===== config.mk =====
export PLATFORM = sky130hd
export DESIGN_NAME = mem_arbiter_2to1_flat
export DESIGN_NICKNAME = d
export VERILOG_FILES = /design/src/rtl/mem_arb_pkg.sv /design/src/rtl/mem_arbiter_2to1_if.sv /design/src/rtl/mem_arbiter_2to1_pipe_reg.sv /design/src/rtl/mem_arbiter_2to1.sv /design/src/flat_wrapper.sv
export SDC_FILE = /design/constraint.sdc
export NUM_CORES = 1
export LEC_CHECK = 0
export ABC_AREA = 1
export ABC_CLOCK_PERIOD_IN_PS = 1810
export CORE_AREA = 3 3 141 143
export CTS_CLUSTER_DIAMETER = 30
export DETAILED_ROUTE_END_ITERATION = 16
export DIE_AREA = 0 0 144 146
export PLACE_DENSITY = 0.87
export SLEW_MARGIN = 15
export SYNTH_ARGS = -nofsm -noshare
export SYNTH_HDL_FRONTEND = slang
export SYNTH_SLANG_ARGS = --single-unit

===== constraint.sdc =====
create_clock -name clk -period 1.81 [get_ports clk]
set_input_delay 0.4525 -clock clk [delete_from_list [all_inputs] [get_ports clk]]
set_output_delay 0.4525 -clock clk [all_outputs]
set_load 0.01 [all_outputs]

===== src/rtl/mem_arb_pkg.sv =====
// mem_arb_pkg: types and constants shared by the 2:1 memory arbiter files.
//
// The opaque field in the payload structs is sized to MEM_ARB_OPAQ_MAX bits.
// The arbiter uses only the low p_opaq_bits+1 bits (client tag plus source
// bit) and keeps the rest zero, so p_opaq_bits must not exceed
// MEM_ARB_OPAQ_MAX-1.
package mem_arb_pkg;

    localparam logic MEM_OP_READ  = 1'b0;
    localparam logic MEM_OP_WRITE = 1'b1;

    localparam int MEM_ARB_OPAQ_MAX = 16;

    typedef enum logic {
        ARB_SRC_INST = 1'b0,
        ARB_SRC_DATA = 1'b1
    } arb_src_t;

    typedef struct packed {
        logic                        op;
        logic [MEM_ARB_OPAQ_MAX-1:0] opaque;
        logic [31:0]                 addr;
        logic [31:0]                 data;
        logic [3:0]                  strb;
    } mem_req_t;

    typedef struct packed {
        logic                        op;
        logic [MEM_ARB_OPAQ_MAX-1:0] opaque;
        logic [31:0]                 data;
    } mem_resp_t;

endpackage


===== src/rtl/mem_arbiter_2to1_if.sv =====
// mem_arbiter_2to1_if: one memory port (request + response channels).
//
// master: issues requests, consumes responses (processor side / arbiter m port)
// slave : accepts requests, produces responses (arbiter client ports / memory)
//
// req_*  : val/rdy handshake, op, opaque tag, addr, write data, byte strobes
// resp_* : val/rdy handshake, echoed op, echoed opaque tag, read data
interface mem_arbiter_2to1_if #(
    parameter int p_opaq_bits = 8
);
    logic                   req_val;
    logic                   req_rdy;
    logic                   req_op;
    logic [p_opaq_bits-1:0] req_opaque;
    logic [31:0]            req_addr;
    logic [31:0]            req_data;
    logic [3:0]             req_strb;

    logic                   resp_val;
    logic                   resp_rdy;
    logic                   resp_op;
    logic [p_opaq_bits-1:0] resp_opaque;
    logic [31:0]            resp_data;

    modport master (
        output req_val, req_op, req_opaque, req_addr, req_data, req_strb,
        input  req_rdy,
        input  resp_val, resp_op, resp_opaque, resp_data,
        output resp_rdy
    );

    modport slave (
        input  req_val, req_op, req_opaque, req_addr, req_data, req_strb,
        output req_rdy,
        output resp_val, resp_op, resp_opaque, resp_data,
        input  resp_rdy
    );
endinterface


===== src/rtl/mem_arbiter_2to1_pipe_reg.sv =====
// pipe_reg_1entry: single-entry registered val/rdy pipeline stage.
//
// clk, rst          : clock, asynchronous active-low reset
// in_val/in_rdy     : upstream handshake, in_data payload
// out_val/out_rdy   : downstream handshake, out_data payload (registered)
//
// Accepts a new entry when empty or when the current entry drains in the same
// cycle, which gives one transfer per cycle with a one-cycle latency.
module pipe_reg_1entry #(
    parameter type T = logic [7:0]
) (
    input  logic clk,
    input  logic rst,
    input  logic in_val,
    output logic in_rdy,
    input  T     in_data,
    output logic out_val,
    input  logic out_rdy,
    output T     out_data
);

    assign in_rdy = !out_val || out_rdy;

    always_ff @(posedge clk or negedge rst) begin
        if (!rst) begin
            out_val  <= 1'b0;
            out_data <= '0;
        end else if (in_rdy) begin
            out_val <= in_val;
            if (in_val) begin
                out_data <= in_data;
            end
        end
    end

endmodule


===== src/rtl/mem_arbiter_2to1.sv =====
// mem_arbiter_2to1: merges the inst (c0) and data (c1) client ports onto one
// memory server port with round-robin arbitration.
//
// clk, rst : clock, asynchronous active-low reset
// c0, c1   : client ports (slave modport, opaque width p_opaq_bits)
// m        : server port (master modport, opaque width p_opaq_bits+1)
// stat_*   : present only when MEM_ARB_STATS_EN is defined; grant counts per
//            client and count of cycles with both clients eligible
//
// The source id is carried in the MSB of the server-side opaque field and used
// to route responses, so responses may come back in any order. Each client
// may have at most p_max_outstanding (1..15) requests in flight.
module mem_arbiter_2to1
    import mem_arb_pkg::*;
#(
    parameter int p_opaq_bits       = 8,
    parameter int p_max_outstanding = 4
) (
    input  logic                clk,
    input  logic                rst,
    mem_arbiter_2to1_if.slave   c0,
    mem_arbiter_2to1_if.slave   c1,
    mem_arbiter_2to1_if.master  m
`ifdef MEM_ARB_STATS_EN
    ,
    output logic [31:0]         stat_grant0,
    output logic [31:0]         stat_grant1,
    output logic [31:0]         stat_conflict
`endif
);

    localparam int CW = $clog2(p_max_outstanding + 1);
    localparam logic [CW-1:0] CNT_MAX = CW'(p_max_outstanding);

    logic [CW-1:0] out_cnt [2];
    arb_src_t      prio;
    logic [1:0]    elig, gnt, req_hs, resp_hs;

    mem_req_t  req_in, req_q;
    logic      req_in_rdy, req_q_val;
    mem_resp_t resp_in, resp_q;
    logic      resp_in_rdy, resp_q_val, resp_out_rdy, resp_src;
    logic      unused_opaq;

    assign elig[0] = c0.req_val && (out_cnt[0] < CNT_MAX);
    assign elig[1] = c1.req_val && (out_cnt[1] < CNT_MAX);

    // prio only matters when both clients are eligible
    assign gnt[0] = elig[0] && (!elig[1] || prio == ARB_SRC_INST);
    assign gnt[1] = elig[1] && !gnt[0];

    assign c0.req_rdy = req_in_rdy && gnt[0];
    assign c1.req_rdy = req_in_rdy && gnt[1];
    assign req_hs     = {c1.req_val && c1.req_rdy, c0.req_val && c0.req_rdy};

    always_comb begin
        req_in = '0;
        if (gnt[1]) begin
            req_in.op                   = c1.req_op;
            req_in.opaque[p_opaq_bits:0] = {1'(ARB_SRC_DATA), c1.req_opaque};
            req_in.addr                 = c1.req_addr;
            req_in.data                 = c1.req_data;
            req_in.strb                 = c1.req_strb;
        end else begin
            req_in.op                   = c0.req_op;
            req_in.opaque[p_opaq_bits:0] = {1'(ARB_SRC_INST), c0.req_opaque};
            req_in.addr                 = c0.req_addr;
            req_in.data                 = c0.req_data;
            req_in.strb                 = c0.req_strb;
        end
    end

    pipe_reg_1entry #(.T(mem_req_t)) u_req_reg (
        .clk      (clk),
        .rst      (rst),
        .in_val   (gnt[0] || gnt[1]),
        .in_rdy   (req_in_rdy),
        .in_data  (req_in),
        .out_val  (req_q_val),
        .out_rdy  (m.req_rdy),
        .out_data (req_q)
    );

    assign m.req_val    = req_q_val;
    assign m.req_op     = req_q.op;
    assign m.req_opaque = req_q.opaque[p_opaq_bits:0];
    assign m.req_addr   = req_q.addr;
    assign m.req_data   = req_q.data;
    assign m.req_strb   = req_q.strb;

    always_comb begin
        resp_in                       = '0;
        resp_in.op                    = m.resp_op;
        resp_in.opaque[p_opaq_bits:0] = m.resp_opaque;
        resp_in.data                  = m.resp_data;
    end

    pipe_reg_1entry #(.T(mem_resp_t)) u_resp_reg (
        .clk      (clk),
        .rst      (rst),
        .in_val   (m.resp_val),
        .in_rdy   (resp_in_rdy),
        .in_data  (resp_in),
        .out_val  (resp_q_val),
        .out_rdy  (resp_out_rdy),
        .out_data (resp_q)
    );

    assign m.resp_rdy = resp_in_rdy;

    // A stalled client holds the single response entry, blocking both clients.
    assign resp_src     = resp_q.opaque[p_opaq_bits];
    assign resp_out_rdy = resp_src ? c1.resp_rdy : c0.resp_rdy;

    assign c0.resp_val    = resp_q_val && (resp_src == ARB_SRC_INST);
    assign c1.resp_val    = resp_q_val && (resp_src == ARB_SRC_DATA);
    assign c0.resp_op     = resp_q.op;
    assign c1.resp_op     = resp_q.op;
    assign c0.resp_opaque = resp_q.opaque[p_opaq_bits-1:0];
    assign c1.resp_opaque = resp_q.opaque[p_opaq_bits-1:0];
    assign c0.resp_data   = (resp_q.op == MEM_OP_WRITE) ? 32'h0 : resp_q.data;
    assign c1.resp_data   = (resp_q.op == MEM_OP_WRITE) ? 32'h0 : resp_q.data;

    assign resp_hs = {c1.resp_val && c1.resp_rdy, c0.resp_val && c0.resp_rdy};

    // Opaque bits above the server width are always zero and never read.
    assign unused_opaq = ^{req_q.opaque, resp_q.opaque};

    // Priority flips to the other client after every accepted request.
    always_ff @(posedge clk or negedge rst) begin
        if (!rst) begin
            prio <= ARB_SRC_INST;
        end else if (req_hs[0]) begin
            prio <= ARB_SRC_DATA;
        end else if (req_hs[1]) begin
            prio <= ARB_SRC_INST;
        end
    end

    // Simultaneous issue and return leave the count unchanged; saturation at
    // CNT_MAX is unreachable because eligibility already blocks the grant.
    always_ff @(posedge clk or negedge rst) begin
        if (!rst) begin
            out_cnt[0] <= '0;
            out_cnt[1] <= '0;
        end else begin
            for (int i = 0; i < 2; i++) begin
                case ({req_hs[i], resp_hs[i]})
                    2'b10: if (out_cnt[i] != CNT_MAX) out_cnt[i] <= out_cnt[i] + CW'(1);
                    2'b01: if (out_cnt[i] != '0)      out_cnt[i] <= out_cnt[i] - CW'(1);
                    default: ;
                endcase
            end
        end
    end

`ifdef MEM_ARB_STATS_EN
    always_ff @(posedge clk or negedge rst) begin
        if (!rst) begin
            stat_grant0   <= '0;
            stat_grant1   <= '0;
            stat_conflict <= '0;
        end else begin
            if (req_hs[0])         stat_grant0   <= stat_grant0 + 32'd1;
            if (req_hs[1])         stat_grant1   <= stat_grant1 + 32'd1;
            if (elig[0] && elig[1]) stat_conflict <= stat_conflict + 32'd1;
        end
    end
`endif

endmodule


===== src/flat_wrapper.sv =====
// flat-port wrapper written by rule: the top's interface ports become plain ports
module mem_arbiter_2to1_flat import mem_arb_pkg::*;
#(
    parameter int p_opaq_bits       = 8,
    parameter int p_max_outstanding = 4
)
  (clk, rst, c0_req_val, c0_req_op, c0_req_opaque, c0_req_addr, c0_req_data, c0_req_strb, c0_req_rdy, c0_resp_val, c0_resp_op, c0_resp_opaque, c0_resp_data, c0_resp_rdy, c1_req_val, c1_req_op, c1_req_opaque, c1_req_addr, c1_req_data, c1_req_strb, c1_req_rdy, c1_resp_val, c1_resp_op, c1_resp_opaque, c1_resp_data, c1_resp_rdy, m_req_val, m_req_op, m_req_opaque, m_req_addr, m_req_data, m_req_strb, m_req_rdy, m_resp_val, m_resp_op, m_resp_opaque, m_resp_data, m_resp_rdy);
  mem_arbiter_2to1_if #(.p_opaq_bits(p_opaq_bits)) c0_i ();
  mem_arbiter_2to1_if #(.p_opaq_bits(p_opaq_bits)) c1_i ();
  mem_arbiter_2to1_if #(.p_opaq_bits(p_opaq_bits)) m_i ();
  input  logic clk;
  input  logic rst;
  input wire logic [$bits(c0_i.req_val)-1:0] c0_req_val;
  input wire logic [$bits(c0_i.req_op)-1:0] c0_req_op;
  input wire logic [$bits(c0_i.req_opaque)-1:0] c0_req_opaque;
  input wire logic [$bits(c0_i.req_addr)-1:0] c0_req_addr;
  input wire logic [$bits(c0_i.req_data)-1:0] c0_req_data;
  input wire logic [$bits(c0_i.req_strb)-1:0] c0_req_strb;
  output wire logic [$bits(c0_i.req_rdy)-1:0] c0_req_rdy;
  output wire logic [$bits(c0_i.resp_val)-1:0] c0_resp_val;
  output wire logic [$bits(c0_i.resp_op)-1:0] c0_resp_op;
  output wire logic [$bits(c0_i.resp_opaque)-1:0] c0_resp_opaque;
  output wire logic [$bits(c0_i.resp_data)-1:0] c0_resp_data;
  input wire logic [$bits(c0_i.resp_rdy)-1:0] c0_resp_rdy;
  input wire logic [$bits(c1_i.req_val)-1:0] c1_req_val;
  input wire logic [$bits(c1_i.req_op)-1:0] c1_req_op;
  input wire logic [$bits(c1_i.req_opaque)-1:0] c1_req_opaque;
  input wire logic [$bits(c1_i.req_addr)-1:0] c1_req_addr;
  input wire logic [$bits(c1_i.req_data)-1:0] c1_req_data;
  input wire logic [$bits(c1_i.req_strb)-1:0] c1_req_strb;
  output wire logic [$bits(c1_i.req_rdy)-1:0] c1_req_rdy;
  output wire logic [$bits(c1_i.resp_val)-1:0] c1_resp_val;
  output wire logic [$bits(c1_i.resp_op)-1:0] c1_resp_op;
  output wire logic [$bits(c1_i.resp_opaque)-1:0] c1_resp_opaque;
  output wire logic [$bits(c1_i.resp_data)-1:0] c1_resp_data;
  input wire logic [$bits(c1_i.resp_rdy)-1:0] c1_resp_rdy;
  output wire logic [$bits(m_i.req_val)-1:0] m_req_val;
  output wire logic [$bits(m_i.req_op)-1:0] m_req_op;
  output wire logic [$bits(m_i.req_opaque)-1:0] m_req_opaque;
  output wire logic [$bits(m_i.req_addr)-1:0] m_req_addr;
  output wire logic [$bits(m_i.req_data)-1:0] m_req_data;
  output wire logic [$bits(m_i.req_strb)-1:0] m_req_strb;
  input wire logic [$bits(m_i.req_rdy)-1:0] m_req_rdy;
  input wire logic [$bits(m_i.resp_val)-1:0] m_resp_val;
  input wire logic [$bits(m_i.resp_op)-1:0] m_resp_op;
  input wire logic [$bits(m_i.resp_opaque)-1:0] m_resp_opaque;
  input wire logic [$bits(m_i.resp_data)-1:0] m_resp_data;
  output wire logic [$bits(m_i.resp_rdy)-1:0] m_resp_rdy;
  assign c0_i.req_val = c0_req_val;
  assign c0_i.req_op = c0_req_op;
  assign c0_i.req_opaque = c0_req_opaque;
  assign c0_i.req_addr = c0_req_addr;
  assign c0_i.req_data = c0_req_data;
  assign c0_i.req_strb = c0_req_strb;
  assign c0_req_rdy = c0_i.req_rdy;
  assign c0_resp_val = c0_i.resp_val;
  assign c0_resp_op = c0_i.resp_op;
  assign c0_resp_opaque = c0_i.resp_opaque;
  assign c0_resp_data = c0_i.resp_data;
  assign c0_i.resp_rdy = c0_resp_rdy;
  assign c1_i.req_val = c1_req_val;
  assign c1_i.req_op = c1_req_op;
  assign c1_i.req_opaque = c1_req_opaque;
  assign c1_i.req_addr = c1_req_addr;
  assign c1_i.req_data = c1_req_data;
  assign c1_i.req_strb = c1_req_strb;
  assign c1_req_rdy = c1_i.req_rdy;
  assign c1_resp_val = c1_i.resp_val;
  assign c1_resp_op = c1_i.resp_op;
  assign c1_resp_opaque = c1_i.resp_opaque;
  assign c1_resp_data = c1_i.resp_data;
  assign c1_i.resp_rdy = c1_resp_rdy;
  assign m_req_val = m_i.req_val;
  assign m_req_op = m_i.req_op;
  assign m_req_opaque = m_i.req_opaque;
  assign m_req_addr = m_i.req_addr;
  assign m_req_data = m_i.req_data;
  assign m_req_strb = m_i.req_strb;
  assign m_i.req_rdy = m_req_rdy;
  assign m_i.resp_val = m_resp_val;
  assign m_i.resp_op = m_resp_op;
  assign m_i.resp_opaque = m_resp_opaque;
  assign m_i.resp_data = m_resp_data;
  assign m_resp_rdy = m_i.resp_rdy;
  mem_arbiter_2to1 #(.p_opaq_bits(p_opaq_bits), .p_max_outstanding(p_max_outstanding)) u_core (.clk(clk), .rst(rst), .c0(c0_i), .c1(c1_i), .m(m_i));
endmodule

==> summary.txt <==
Critical path
  – Worst R2R Start: u_core.out_cnt[5]
  – CP Launch Point: u_core.u_resp_reg.out_data[48]
  – Critical path buffer and inverter count: 3
  – Crit path DAT: 1.42 ns
  – Critical Path Sink: c0_resp_data[6]
  – Largest stage delay, worst path: 0.51 ns
  – Critical path depth: 4
  – Crit-path max FO: 7
  – Critical path class: reg2out
  – Delay-heaviest family, CP: flip-flops
  – Critical path's slowest cell: dfrtp_2
  – Critical-path cell list: buf_12 -> nor2_4 -> buf_6 -> buf_6
  – CP most frequent cell: buf_6
  – CP Launch Type: flip-flop
  – Reg2Reg Depth: 8
  – Worst EP required: 1.36 ns
  – Reg2Reg Setup Slack: 0.08 ns
  – Worst R2R End: u_core.out_cnt[4]
  – Critical path endpoint category: primary output

Timing
  – Part of the cycle the worst path needs: 1.032
  – Hold Fails Final Rpt: 0
  – Setup Viol. Count Final: 58
  – Post-layout minimum cycle time: 1.868 ns
  – Fmax achieved: 0.5353 GHz
  – Clock Skews: 0.008518 ns
  – Slew headroom: 0.6475
  – Slew Viols, Final: 0
  – RSZ-0062 raised after global routing: yes
  – Final worst slack: -0.05817 ns
  – Total negative slack: -1.435 ns
  – Worst Tran Pin Value: 0.5287 ns

Job
  – Max-cap violations: 0

Die
  – Rows: 50
  – Ports: 368
  – Die Footprint: 21020 um^2
  – Core area: 18710 um^2
  – DIE HEIGHT: 146 um
  – Initial core utilization: 0.3732
  – Die Wd: 144 um

Logic synthesis
  – EDFF count, synth: 0
  – Net Count, Synth: 1199
  – Cell accounting for the most synthesized area: dfrtp_1
  – Top cells by area, synth: dfrtp_1 46%, nand2_1 15%, nand3_1 12%
  – Synthesized instance count: 991
  – Register area share after synthesis: 0.4553
  – Number of synthesized register bits: 127
  – Post-synth top cells: 274 x nand2_1, 204 x inv_1, 167 x nand3_1, 127 x dfrtp_1, 67 x nor2_1
  – Synth top area share: 0.4553
  – Warnings, synthesis: 0
  – Fraction of registers with async set or reset after synthesis: 1.000
  – Library cells used by synthesis: 20
  – Most common cell in the netlist: nand2_1
  – Synth Cell Area: 6980 um^2
  – Avg Cell Area, Syn: 7.044 um^2
  – Dominant synthesized flop cell: dfrtp_1

Min path
  – Hold path depth: 2
  – Min-delay worst type: reg2reg

Drt
  – Detail Route met3 WL: 1594 um
  – Top routing layer used: met4
  – WL met2: 12910 um
  – Total number of vias: 7333
  – Routed Antenna Nets: 0
  – Wire per inst: 15.80 um
  – First-pass iteration count of the detailed router: 5
  – Drt total wl: 24870 um
  – DR DRC count: 0
  – Starting DRT DRC Count: 473
  – Vias per inst: 4.659
  – Met1 WL: 9524 um

Final layout
  – Share of cells above drive strength 1: 0.1570
  – Fin util: 0.6340
  – FF/Latch Area: 3179 um^2
  – Fill cells: 1480
  – Area grow syn2layout: 69.89%
  – Nets: 1533
  – Multi-input gate area: 2725 um^2
  – Final non-filler cell area: 11860 um^2

Place
  – HPWL Detailed: 17690 um
  – Placed instance area: 10780 um^2
  – Placer Congestion: 0.8839
  – I/O Buffers: 365
  – DP Worst Slack: -0.5949 ns

Clocking
  – Clock root cell: clkbuf_16
  – CTS H-Tree Depth: 4
  – Clock sinks: 127
  – Max Root-Sink Buffers: 2
  – CTS tree: built
  – CTS clock-pin slew for the worst setup and hold paths: 0.05 ns
  – Later-pin clock latency in the skew report: 0.41 ns
  – TritonCTS buffer count: 17

Global routing
  – First-pass GRT wire length: 36560 um
  – Largest net degree at the start of global routing: 78
  – Remaining global-route overflow: 0
  – Number of global-route vias before repair: 7095
  – GRT Total Usage: 0.2202
  – Antenna violations before repair: 2

Power and ir drop
  – Leak: 6.744 nW
  – P per Cell Area: 1194 nW/um^2
  – Total power: 14.15 mW
  – Worst-case vdd ir drop: 0.6502 mV

Status
  – Status: finished with violations
  – Failing checks: negative setup slack
## per-layer routing
metal  vias to the layer above  track usage
li1                       3570            -
met1                      3413       0.2599
met2                       288       0.3808
met3                        62      0.05291
met4                         0      0.08851
met5                         -            0
## cells by family (layout without fill, tap and decap cells)
logic type | Yosys count | after routing | share of synthesized area
buffers and inverters | 311 | 658 | 0.2013
xor gates and xnor gates | 1 | 1 | 0.001255
adders and majority gates | 5 | 5 | 0.01004
other | 1 | 3 | 0.0005372
and+or+nand+nor | 509 | 509 | 0.3040
DFF | 127 | 127 | 0.4553
AOI/OAI and AO/OA | 37 | 37 | 0.02760
## layout by cell type, fill, tap and decap left out, drive strengths merged
cell           instances
a21oi                 33
buf                  117
bufinv                 2
clkbuf                25
clkdlybuf4s15          1
clkdlybuf4s50        225
clkinv                 4
clkinvlp               4
conb                   1
dfrtp                127
diode                  2
dlygate4sd2           27
dlygate4sd3            1
dlymetal6s2s          43
fa                     1
ha                     4
inv                  209
nand2                275
nand3                167
nor2                  67
o21ai                  4
xor2                   1
## timing repair
action / 4_1_cts / 5_1_grt
endpoints found under the setup margin: 175 / 101
setup buffers: 2 / 3
hold endpoints to repair: 32 / 0
hold buffers: 1 / 0
pin swaps: 3 / 27
gates cloned: 0 / 3
resized for setup: 303 / 189
## metrics by stage
step	hold slack, ns	cells
6_report	0.4701	1574
5_1_grt	0.4905	1574
4_1_cts	0.4802	1567
3_5_place_dp	0.3949	1532
3_3_place_gp	0.3963	1532
2_1_floorplan	0.1569	991
## worst min-delay path, cell delays in order, from the launching register on
cell and delay [ns]:
dfrtp_1 0.34, nand2_1 0.05, nand2_1 0.05
## sequential cells by signal, summed over array words and instances (netlist names)
register / count
u_core.u_req_reg.out_data: 77
u_core.u_req_reg.out_val: 1
u_core.prio: 1
u_core.out_cnt: 6
u_core.u_resp_reg.out_data: 41
u_core.u_resp_reg.out_val: 1
## power by group
part	internal [mW]	switching (mW)
logic	3.19	3.09
clock network	2.11	1.28
registers	3.89	0.595
## final cells by class
class	instances	share of cell area
multi-input cells	553	0.2298
diodes	2	0.0004220
well taps	234	0.02469
inverters	207	0.06573
flip-flops and latches	127	0.2681
repair buffers	419	0.3614
clock buffers	20	0.03851
clock inverters	12	0.01139
## how the worst min path moves through the flow
stage | startpoint | endpoint | slack [ns]
after global routing | u_core.u_req_reg.out_data[46] | u_core.u_req_reg.out_data[46] | 0.49
after global placement | rst | u_core.u_resp_reg.out_data[37] | 0.40
after CTS | u_core.u_req_reg.out_data[46] | u_core.u_req_reg.out_data[46] | 0.48
after floorplan | rst | u_core.out_cnt[0] | 0.16
after detailed placement | rst | u_core.u_resp_reg.out_data[37] | 0.39
final | u_core.u_req_reg.out_data[52] | u_core.u_req_reg.out_data[52] | 0.47
No activity file was read; power rests on OpenSTA's default activity.
